==> src/rtl/spi_req_arbiter.sv <==
// spi_req_arbiter: round-robin sharing of one spi_top between N requesters, with a watchdog
module spi_req_arbiter #(
  parameter int N       = 4,
  parameter int AW      = 8,
  parameter int DW      = 8,
  parameter int TIMEOUT = 4096
) (
  input  logic            clk,
  input  logic            rst,
  input  logic [N-1:0]    req,
  input  logic [N-1:0]    req_wr,
  input  logic [N*AW-1:0] req_addr,
  input  logic [N*DW-1:0] req_din,
  output logic [N-1:0]    gnt,
  output logic [N-1:0]    ack,
  output logic [DW-1:0]   rdata,
  output logic            rerr,
  output logic            timeout,
  output logic            busy,
  output logic            spi_rst,
  output logic            spi_wr,
  output logic [AW-1:0]   spi_addr,
  output logic [DW-1:0]   spi_din,
  input  logic [DW-1:0]   spi_dout,
  input  logic            spi_done,
  input  logic            spi_err
);
  localparam int IW = $clog2(N);
  localparam int CW = $clog2(TIMEOUT);
  typedef enum logic [1:0] {IDLE, LAUNCH, BUSY, RESP} state_t;
  state_t state, state_nx;
  logic [IW-1:0] last, win, pick;
  logic [CW-1:0] cnt;
  logic found, done_q, to_q, rise, expire;
  assign rise    = spi_done && !done_q;
  assign expire  = cnt == CW'(TIMEOUT - 1);
  assign busy    = state != IDLE;
  assign spi_rst = state != BUSY;
  assign gnt     = busy ? {{(N-1){1'b0}}, 1'b1} << win : '0;
  assign ack     = state == RESP ? gnt : '0;
  assign timeout = to_q;
  // search starts just past the previous winner so the last served requester ranks lowest
  always_comb begin
    pick  = last;
    found = 1'b0;
    for (int k = 1; k <= N; k++) begin
      if (!found && req[IW'((int'(last) + k) % N)]) begin
        pick  = IW'((int'(last) + k) % N);
        found = 1'b1;
      end
    end
  end
  always_comb begin
    state_nx = state;
    case (state)
      IDLE:    state_nx = found ? LAUNCH : IDLE;
      LAUNCH:  state_nx = BUSY;
      BUSY:    state_nx = (rise || expire) ? RESP : BUSY;
      default: state_nx = IDLE;
    endcase
  end
  always_ff @(posedge clk) begin
    if (!rst) begin
      state    <= IDLE;
      last     <= IW'(N - 1);
      win      <= '0;
      cnt      <= '0;
      done_q   <= 1'b0;
      to_q     <= 1'b0;
      rdata    <= '0;
      rerr     <= 1'b0;
      spi_wr   <= 1'b0;
      spi_addr <= '0;
      spi_din  <= '0;
    end else begin
      state  <= state_nx;
      done_q <= spi_done;
      cnt    <= state == BUSY ? cnt + 1'b1 : '0;
      if (state == IDLE && found) begin
        win      <= pick;
        spi_wr   <= req_wr[pick];
        spi_addr <= req_addr[int'(pick)*AW +: AW];
        spi_din  <= req_din[int'(pick)*DW +: DW];
      end
      // a done edge on the final watchdog cycle still counts as a normal completion
      if (state == BUSY && rise) begin
        if (!spi_wr) rdata <= spi_dout;
        rerr <= spi_err;
        to_q <= 1'b0;
      end else if (state == BUSY && expire) begin
        rerr <= 1'b1;
        to_q <= 1'b1;
      end
      if (state == RESP) begin
        last <= win;
        to_q <= 1'b0;
      end
    end
  end
endmodule
==> config.mk <==
export PLATFORM = sky130hd
export DESIGN_NAME = spi_req_arbiter
export DESIGN_NICKNAME = d
export VERILOG_FILES = /design/src/rtl/spi_req_arbiter.sv
export SDC_FILE = /design/constraint.sdc
export NUM_CORES = 1
export LEC_CHECK = 0
export BUFFER_PORTS_ARGS = -buffer_cell sky130_fd_sc_hd__buf_2
export CAP_MARGIN = 5
export CORE_MARGIN = 3
export CORE_UTILIZATION = 40
export CTS_CLUSTER_SIZE = 30
export DETAILED_ROUTE_END_ITERATION = 12
export GPL_TIMING_DRIVEN = 0
export PLACE_DENSITY = 0.71
export SYNTH_ARGS = -nofsm -noshare
export SYNTH_HDL_FRONTEND = slang
export SYNTH_SLANG_ARGS = --single-unit
==> constraint.sdc <==
create_clock -name clk -period 4.45 [get_ports clk]
set_input_delay 0.89 -clock clk [delete_from_list [all_inputs] [get_ports clk]]
set_output_delay 0.89 -clock clk [all_outputs]
set_load 0.01 [all_outputs]
==> results.ini, run 1 <==
[place]
gp_routability_congestion = 0.743
port_buffers = 120
place_ws_ns = 2.06
hpwl_mm = 4.90

[synth]
syn_nets = 342
syn_avg_cell_area_sq_um = 10.1
ys_warn_count = 0
yosysUniqueCellTypes = 44
synth_seq_cells = 46
ys_seq_area_share_pct = 36.1
syn_inst = 253
netlist_area_sq_mm = 0.00255

[sta]
rsz0062_at_grt = false
fin_crit_ns = 2.47
finClkSkew_ns = 0.00238
min_period_over_period_pct = 55.5
fmax_mhz = 405
setup_ws_ns = 1.98
maxSlewViolCount = 0
max_slew_margin_pct = 69.1
fin_setup_tns_ns = 0
finalSetupViolCount = 0
tightest_slew_ns = 0.461
finalHoldViolations = 0

[global_route]
grt_max_degree = 14
top_usage_layer = met2
grt_pass1_vias = 2294
grt.met3_usage_pct = 5.09
globalRouteMet1Util_pct = 20.2
grt_overflow = 0
track_usage_pct = 16.6
grt_pass1_wl_mm = 10.1
antenna_found_initial = 0
met2_usage_pct = 28.8

[drt]
drt-total-wl_mm = 6.17
drc_errors = 0
num_vias = 2280
antenna_left = 0
drt_iter0_markers = 81
wl_per_cell_um = 13.5
drt_first_pass_iters = 4
via_per_inst = 5.00

[floorplan]
fp-row-count = 28
core_sq_mm = 0.00606
die_height_um = 85.9
die_w_um = 85.9
io_pins = 121
start_util_pct = 42.1
dieArea_sq_mm = 0.00738

[cts]
post_cts_resize_count = 0
clk_pin_slew_worst_paths_ns = 0.08
postCtsSetupBuffers = 0
clock-sinks = 46
clockRootBuffer = clkbuf_8
hold_buffers = 0
clock_latency_ns = 0.29
htree_levels = 2
cts_tree = built
cts_buffers = 5
clk_path_buf_depth = 2

[critical_path]
crit_path_start_kind = register
arrival_ns = 1.58
reg2reg_from = last[1]
end_kind = output port
setup.worst_path.class = reg2out
worstPathRequired_ns = 3.56
critical_path.startpoint = state[0]
critPathMaxFanout = 7

[min_path]
worstHoldStart = spi_addr[1]
hold_class = reg2reg

[cells_and_area]
area_delta_synth_final_pct = 30.8
finalNetCount = 469
layout_common_cells = 121 x buf_2, 46 x dfxtp_1, 35 x mux2i_1
layout_commonest_cell = buf_2
drive_above_1_share_pct = 43.0
diodes = 0

[power_and_ir_drop]
power.share.combinational_pct = 41.5
p_sw_share_pct = 34.7
p_switching_uw = 470
cellInternalPower_uw = 882
p_seq_share_pct = 39.4
clkPwrFrac_pct = 19.2
total_leakage_power_nw = 1.57
p_per_area_mw_per_mm2 = 405
ir_drop_v = 0.000213

[job]
max_cap_violations = 0

[outcome]
run_status = completed

-- stage by stage --
stage          instance area [sq um]  hold slack [ns]  cells  total power, mW  utilization, %
6_report                        3340            0.465    456             1.35            55.1
5_1_grt                         3340            0.501    456             1.45            55.1
4_1_cts                         3340            0.469    456             1.37            55.1
3_5_place_dp                    3250            0.449    448             1.11            53.6
3_3_place_gp                    3250            0.439    448             1.10            53.6
2_1_floorplan                   2550            0.430    253            0.924               -
-- registers in the layout (all words and copies together) (netlist names) --
register  flops
state         2
cnt          12
rerr          1
timeout       1
last          2
done_q        1
spi_addr      8
win           2
spi_wr        1
rdata         8
spi_din       8
-- synthesized netlist by cell type --
master	number	area share (%)
nand2_1	31	4.6
o221ai_2	15	8.8
and3_1	2	0.49
ha_1	5	2.4
nand4_1	3	0.74
o41a_4	1	0.83
mux2i_1	35	14
dfxtp_1	46	36
nand2b_4	1	0.54
clkbuf_1	4	0.59
buf_2	1	0.20
nor3b_1	4	1.2
a311oi_2	1	0.59
a21oi_1	5	0.98
a21boi_0	3	0.88
and2_4	1	0.34
a31oi_4	1	0.83
buf_12	4	3.1
inv_1	7	1.0
and4_1	1	0.34
buf_8	1	0.59
o211ai_2	2	0.98
xnor2_1	2	0.69
nand2b_1	4	0.98
buf_1	1	0.15
or3_1	4	0.98
buf_4	1	0.29
xor2_1	4	1.4
nand2_8	1	0.78
nor3_2	1	0.39
buf_6	3	1.3
a21o_2	1	0.34
nor3_1	6	1.2
and2_1	4	0.98
o21ai_1	2	0.39
nor4b_1	1	0.34
nand3_1	6	1.2
o21ai_0	11	2.2
nor2b_1	2	0.49
o211a_1	1	0.39
nand3b_1	6	1.8
nor2_1	11	1.6
mux2_2	2	0.88
a21boi_1	5	1.5
-- layer usage --
layer | vias to the layer above | share of wire [%]
li1 | 1163 | -
met1 | 1019 | 43
met2 | 94 | 47
met3 | 4 | 10
met4 | 0 | 0.41
met5 | - | 0
-- final timing paths --
| check | slack, ns | depth (start not counted) | end |
|---|---|---|---|
| worst max-delay path | 1.98 | 5 | ack[2] |
| worst min-delay path | 0.47 | 2 | spi_addr[1] |
| worst max register to register | 2.59 | 8 | spi_addr[5] |
| worst min register to register | 0.47 | 2 | spi_addr[1] |
-- power by group through the flow --
stage,clock network (mW),logic [mW],registers (mW)
after floorplan,0,0.360,0.564
after global placement,0,0.563,0.537
after detailed placement,0,0.568,0.542
after CTS,0.269,0.569,0.532
after global routing,0.286,0.616,0.543
final,0.259,0.561,0.532
-- cell families after synthesis --
family          share of synthesized area (%)
compound gates                           18.7
xor+xnor                                 2.06
fa+ha+maj                                2.45
buf+inv                                  7.30
flops                                    36.1
mux                                      14.6
simple gates                             18.9
-- area by class of cell --
| cell class | count | area, sq um |
|---|---|---|
| buffer | 15 | 160 |
| clock buffer | 7 | 86.3 |
| clock inverter | 1 | 5.00 |
| fill | 563 | 2720 |
| inverter | 7 | 26.3 |
| multi-input combinational | 185 | 1450 |
| sequential | 46 | 921 |
| tap | 75 | 93.8 |
| timing repair buffer | 120 | 601 |
-- critical path, stage by stage (launching register included) --
cell     delay (ns)
dfxtp_1        0.37
inv_1          0.07
ha_1           0.29
nor3b_1        0.28
and2_1         0.16
buf_2          0.12
Note: power is estimated with default switching activity, not from simulation.
==> inputs of run 2 (changes only) <==
Settings changed: PLACE_DENSITY 0.71 to 0.73.
Clock period 4.45 ns to 2.05 ns, I/O delays scaled along.
==> run 2 against run 1 <==
Via count is essentially flat. Utilization grew 0.27 points. Largest power group unchanged. Register-to-register slack lost 2.4 ns. Largest cell class unchanged.
==> results.ini, run 2 (synthesized netlist as in run 1, its figures left out) <==
[cts]
cts_buffers = 5  ; unchanged
cts_tree = built
htree_levels = 2  ; unchanged
clk_pin_slew_worst_paths_ns = 0.09  ; about the same
post_cts_resize_count = 0  ; unchanged
clockRootBuffer = clkbuf_8
hold_buffers = 0  ; unchanged
postCtsSetupBuffers = 0  ; unchanged
clock-sinks = 46  ; unchanged
clk_path_buf_depth = 2  ; unchanged
clock_latency_ns = 0.29  ; about the same

[cells_and_area]
largest_register_ffs = 12  ; unchanged
area_delta_synth_final_pct = 31.4
diodes = 0  ; unchanged
largest-register = cnt
layout_common_cells = 121 x buf_2, 46 x dfxtp_1, 35 x mux2i_1
finalNetCount = 469  ; unchanged
drive_above_1_share_pct = 44.1  ; +1.0 points
instances_no_fill = 456  ; unchanged
layout_commonest_cell = buf_2
fillCellCount = 567  ; +0.71%

[place]
dp.cells = 448  ; unchanged
gp_routability_congestion = 0.753  ; +1.3%
hpwl_mm = 4.99  ; +1.9%
port_buffers = 120  ; unchanged

[drt]
route.met2.wl_mm = 3.00  ; +4.2%
met3WireLength_um = 511  ; -19%
drt-total-wl_mm = 6.27  ; +1.6%
num_vias = 2278  ; -0.088%
drt_iter0_markers = 51  ; -37%
top_layer = met4
via_per_inst = 5.00  ; about the same
drt_first_pass_iters = 4  ; unchanged
antenna_left = 0  ; unchanged
drc_errors = 0  ; unchanged
met1_length_mm = 2.74  ; +4.1%
wl_per_cell_um = 13.8  ; +1.6%

[global_route]
grt_overflow = 0  ; unchanged
grt_pass1_wl_mm = 10.2  ; +1.0%
grt_max_degree = 15  ; +1
grt_pass1_vias = 2192  ; -4.4%
track_usage_pct = 17.0  ; +0.39 points
antenna_found_initial = 0  ; unchanged

[power_and_ir_drop]
ir_drop_v = 0.000541  ; +150%
total_power_mw = 2.96  ; +120%
p_per_area_mw_per_mm2 = 882  ; +120%
total_leakage_power_nw = 1.57  ; +0.12%

[sta]
fin_crit_ns = 1.88
finClkSkew_ns = 0.00508  ; +0.00270 ns
fmax_mhz = 531
fin_setup_tns_ns = 0  ; unchanged
rsz0062_at_grt = false
maxSlewViolCount = 0  ; unchanged
finalHoldViolations = 0  ; unchanged
finalSetupViolCount = 0  ; unchanged
whs_ns = 0.339  ; -0.127 ns
tightest_slew_ns = 0.474  ; +0.0130 ns
max_slew_margin_pct = 68.3  ; -0.87 points
min_period_over_period_pct = 91.9

[floorplan]
start_util_pct = 42.1  ; unchanged
die_w_um = 85.9  ; unchanged
dieArea_sq_mm = 0.00738  ; unchanged
io_pins = 121  ; unchanged
core_sq_mm = 0.00606  ; unchanged
die_height_um = 85.9  ; unchanged
fp-row-count = 28  ; unchanged

[outcome]
run_status = completed

[critical_path]
end_kind = register
critical_path.startpoint = last[1]
setup.worst_path.class = reg2reg
crit_path_start_kind = register
arrival_ns = 2.05  ; +0.47 ns
r2r_setup_slack_ns = 0.17  ; -2.42 ns
critPathMaxFanout = 10  ; +3
worstPathRequired_ns = 2.22  ; -1.34 ns
reg2reg_from = last[1]

[job]
max_cap_violations = 0  ; unchanged

[min_path]
hold_class = in2reg
worstHoldStart = spi_done

run 2: where the power goes:
group	internal, mW	switching [mW]
logic	0.593	0.641
clock network	0.271	0.297
registers	1.06	0.101
total	1.92	1.04
run 2: cell type report:
cell class              instances  area [sq um]  share of cell area, %
multi-input cells             185          1460                   43.5
flip-flops and latches         46           921                   27.4
repair buffers                120           601                   17.9
plain buffers                  15           160                   4.77
well taps                      75          93.8                   2.80
clock buffers                   6          82.6                   2.46
inverters                       7          26.3                  0.783
clock inverters                 2          12.5                  0.373
run 2: per-layer routing:
layer | GRT usage [%] | up-vias
met5 | 0 | -
li1 | - | 1166
met3 | 4.23 | 2
met2 | 30.2 | 84
met1 | 21.0 | 1026
met4 | 3.02 | 0
run 2: path summary, 6_finish.rpt:
path	cells past startpoint	end
max reg2reg	8	spi_din[1]
min	2	done_q
max	8	spi_din[1]
min reg2reg	2	spi_addr[5]
run 2: metrics by stage:
stage	setup WS, ns	instance area (sq um)	util, %
after global placement	0.138	3250	53.6
after floorplan	0.377	2550	-
after CTS	0.0738	3340	55.2
final	0.167	3360	55.4
after global routing	0.0384	3360	55.4
after detailed placement	0.0840	3250	53.6
run 2: worst max-delay path: stages (launching register included):
cell and delay [ns]:
dfxtp_1 0.33, buf_6 0.12, mux2i_1 0.18, nor2_1 0.06
a311oi_2 0.26, buf_6 0.21, buf_12 0.16, mux2i_1 0.28
o221ai_2 0.14
==> inputs of run 3 (changes only) <==
Settings changed: CTS_BUF_LIST from default to sky130_fd_sc_hd__clkbuf_4 sky130_fd_sc_hd__clkbuf_8, GPL_TIMING_DRIVEN 0 to default, SKIP_LAST_GASP from default to 1.
==> run 3 against run 2 <==
First-iteration DRC count rose by 9.8%. Largest power group is now sequential cells. Power fell by 0.54%. Fmax fell by 0.73%. Via count decreased by 2.1%. Largest cell class unchanged. Clock skew rose by 0.0013 ns.
==> results.ini, run 3 (synthesized netlist as in run 1, its figures left out) <==
[outcome]
run_status = completed

[critical_path]
critPathMaxFanout = 7  ; -3
cp_slowest_cell = dfxtp_1
arrival_ns = 1.49  ; -0.56 ns
worstPathRequired_ns = 1.64  ; -0.58 ns
setup.worst_path.class = reg2out
crit_chain = inv_1 > ha_1 > nor3_1 > and2_1 > buf_2
end_kind = output port
crit_path_start_kind = register
r2r_setup_slack_ns = 0.17  ; about the same
critPathMaxStageDelay_ns = 0.38  ; +0.05 ns

[drt]
met1_length_mm = 2.66  ; -2.7%
top_layer = met4
wl_per_cell_um = 13.4  ; -2.3%
drt_iter0_markers = 56  ; +9.8%
via_per_inst = 5.01  ; +0.31%
antenna_left = 0  ; unchanged
drt_first_pass_iters = 5  ; +1
drc_errors = 0  ; unchanged
num_vias = 2230  ; -2.1%
drt-total-wl_mm = 5.98  ; -4.7%
met3WireLength_um = 523  ; +2.3%
route.met2.wl_mm = 2.77  ; -7.8%

[floorplan]
dieArea_sq_mm = 0.00738  ; unchanged
die_height_um = 85.9  ; unchanged
start_util_pct = 42.1  ; unchanged
fp-row-count = 28  ; unchanged
die_w_um = 85.9  ; unchanged
core_sq_mm = 0.00606  ; unchanged
io_pins = 121  ; unchanged

[power_and_ir_drop]
p_sw_share_pct = 34.4  ; -0.73 points
cellInternalPower_mw = 1.93  ; +0.58%
total_leakage_power_nw = 1.52  ; -3.4%
p_seq_share_pct = 40.2  ; +1.1 points
p_switching_mw = 1.01  ; -2.6%
p_per_area_mw_per_mm2 = 902  ; +2.3%
ir_drop_v = 0.000437  ; -19%
power.share.combinational_pct = 37.1  ; -4.6 points
clkPwrFrac_pct = 22.7  ; +3.5 points

[min_path]
hold_class = in2reg

[cts]
clk_path_buf_depth = 2  ; unchanged
cts_buffers = 5  ; unchanged
hold_buffers = 0  ; unchanged
clock-sinks = 46  ; unchanged
cts_tree = built
clock_latency_ns = 0.29  ; about the same
htree_levels = 2  ; unchanged
clk_pin_slew_worst_paths_ns = 0.09  ; about the same
clockRootBuffer = clkbuf_8

[sta]
fin_setup_tns_ns = 0  ; unchanged
min_period_over_period_pct = 92.5  ; +0.68 points
fin_crit_ns = 1.90  ; +0.0139 ns
finClkSkew_ns = 0.00642  ; +0.00134 ns
finalHoldViolations = 0  ; unchanged
rsz0062_at_grt = false
max_slew_margin_pct = 73.5  ; +5.2 points
maxSlewViolCount = 0  ; unchanged
finalSetupViolCount = 0  ; unchanged
tightest_slew_ns = 0.397  ; -0.0771 ns
fmax_mhz = 527  ; -0.73%

[cells_and_area]
instances_no_fill = 445  ; -2.4%
largest_register_ffs = 12  ; unchanged
layout_common_cells = 120 x buf_2, 45 x dfxtp_1, 35 x mux2i_1
area_delta_synth_final_pct = 27.7
finalNetCount = 458  ; -2.3%
diodes = 0  ; unchanged
largest-register = cnt
drive_above_1_share_pct = 43.5  ; -0.58 points
layout_commonest_cell = buf_2

[global_route]
track_usage_pct = 15.8  ; -1.2 points
antenna_found_initial = 0  ; unchanged
grt_pass1_vias = 2172  ; -0.91%
grt_max_degree = 36  ; +21
grt_overflow = 0  ; unchanged
grt_pass1_wl_mm = 9.65  ; -5.9%

[place]
port_buffers = 120  ; unchanged
hpwl_mm = 4.62  ; -7.5%
gp_routability_congestion = 0.778  ; +3.4%
dp.cells = 437  ; -2.5%

[job]
max_cap_violations = 0  ; unchanged

## run 3: cell type report
| type | instances | area [sq um] |
|---|---|---|
| Fill cell | 567 | 2800 |
| Sequential cell | 46 | 922 |
| Clock buffer | 5 | 68.8 |
| Multi-Input combinational cell | 185 | 1460 |
| Clock inverter | 3 | 45.0 |
| Tap cell | 75 | 93.8 |
| Inverter | 7 | 26.3 |
| Timing Repair Buffer | 124 | 643 |
## run 3: final timing paths
check / start / end / cells past startpoint
worst max-delay path: state[0] / ack[0] / 5
worst min-delay path: spi_done / done_q / 2
worst max register to register: last[1] / spi_addr[2] / 6
worst min register to register: spi_din[6] / spi_din[6] / 2
## run 3: power groups by stage
| stage | clock network, mW | registers (mW) | logic [mW] |
|---|---|---|---|
| floorplan | 0 | 1.22 | 0.782 |
| global placement | 0 | 1.20 | 1.08 |
| detailed placement | 0 | 1.20 | 1.11 |
| CTS | 0.693 | 1.18 | 1.11 |
| global route | 0.735 | 1.21 | 1.19 |
| finish | 0.669 | 1.18 | 1.09 |
## run 3: layer usage
metal  track usage, %  vias up
met5                0        -
li1                 -     1141
met3             4.23        2
met4             3.02        0
met2             28.0       84
met1             19.3     1003
## run 3: metrics by stage
| step | hold slack [ns] | total power [mW] | worst slack (ns) | utilization, % | instance area (sq um) |
|---|---|---|---|---|---|
| 2_1_floorplan | 0.430 | 2.01 | 0.377 | - | 2550 |
| 3_3_place_gp | 0.441 | 2.28 | 0.157 | 51.8 | 3140 |
| 3_5_place_dp | 0.448 | 2.31 | 0.0785 | 51.8 | 3140 |
| 4_1_cts | 0.324 | 2.98 | 0.0586 | 53.7 | 3260 |
| 5_1_grt | 0.337 | 3.14 | 0.0137 | 53.8 | 3260 |
| 6_report | 0.340 | 2.94 | 0.153 | 53.8 | 3260 |
## run 3: worst max-delay path, delay by kind of cell, from the launching register on
family	cells	cell delay [ns]
adders and majority gates	1	0.29
DFF	1	0.38
buffers and inverters	2	0.20
and+or+nand+nor	2	0.34
## run 3: timing repair
| item | CTS | global route |
|---|---|---|
| setup buffers | 0 | 0 |
| setup endpoints to repair | 0 | 16 |
| resized for setup | 0 | 2 |
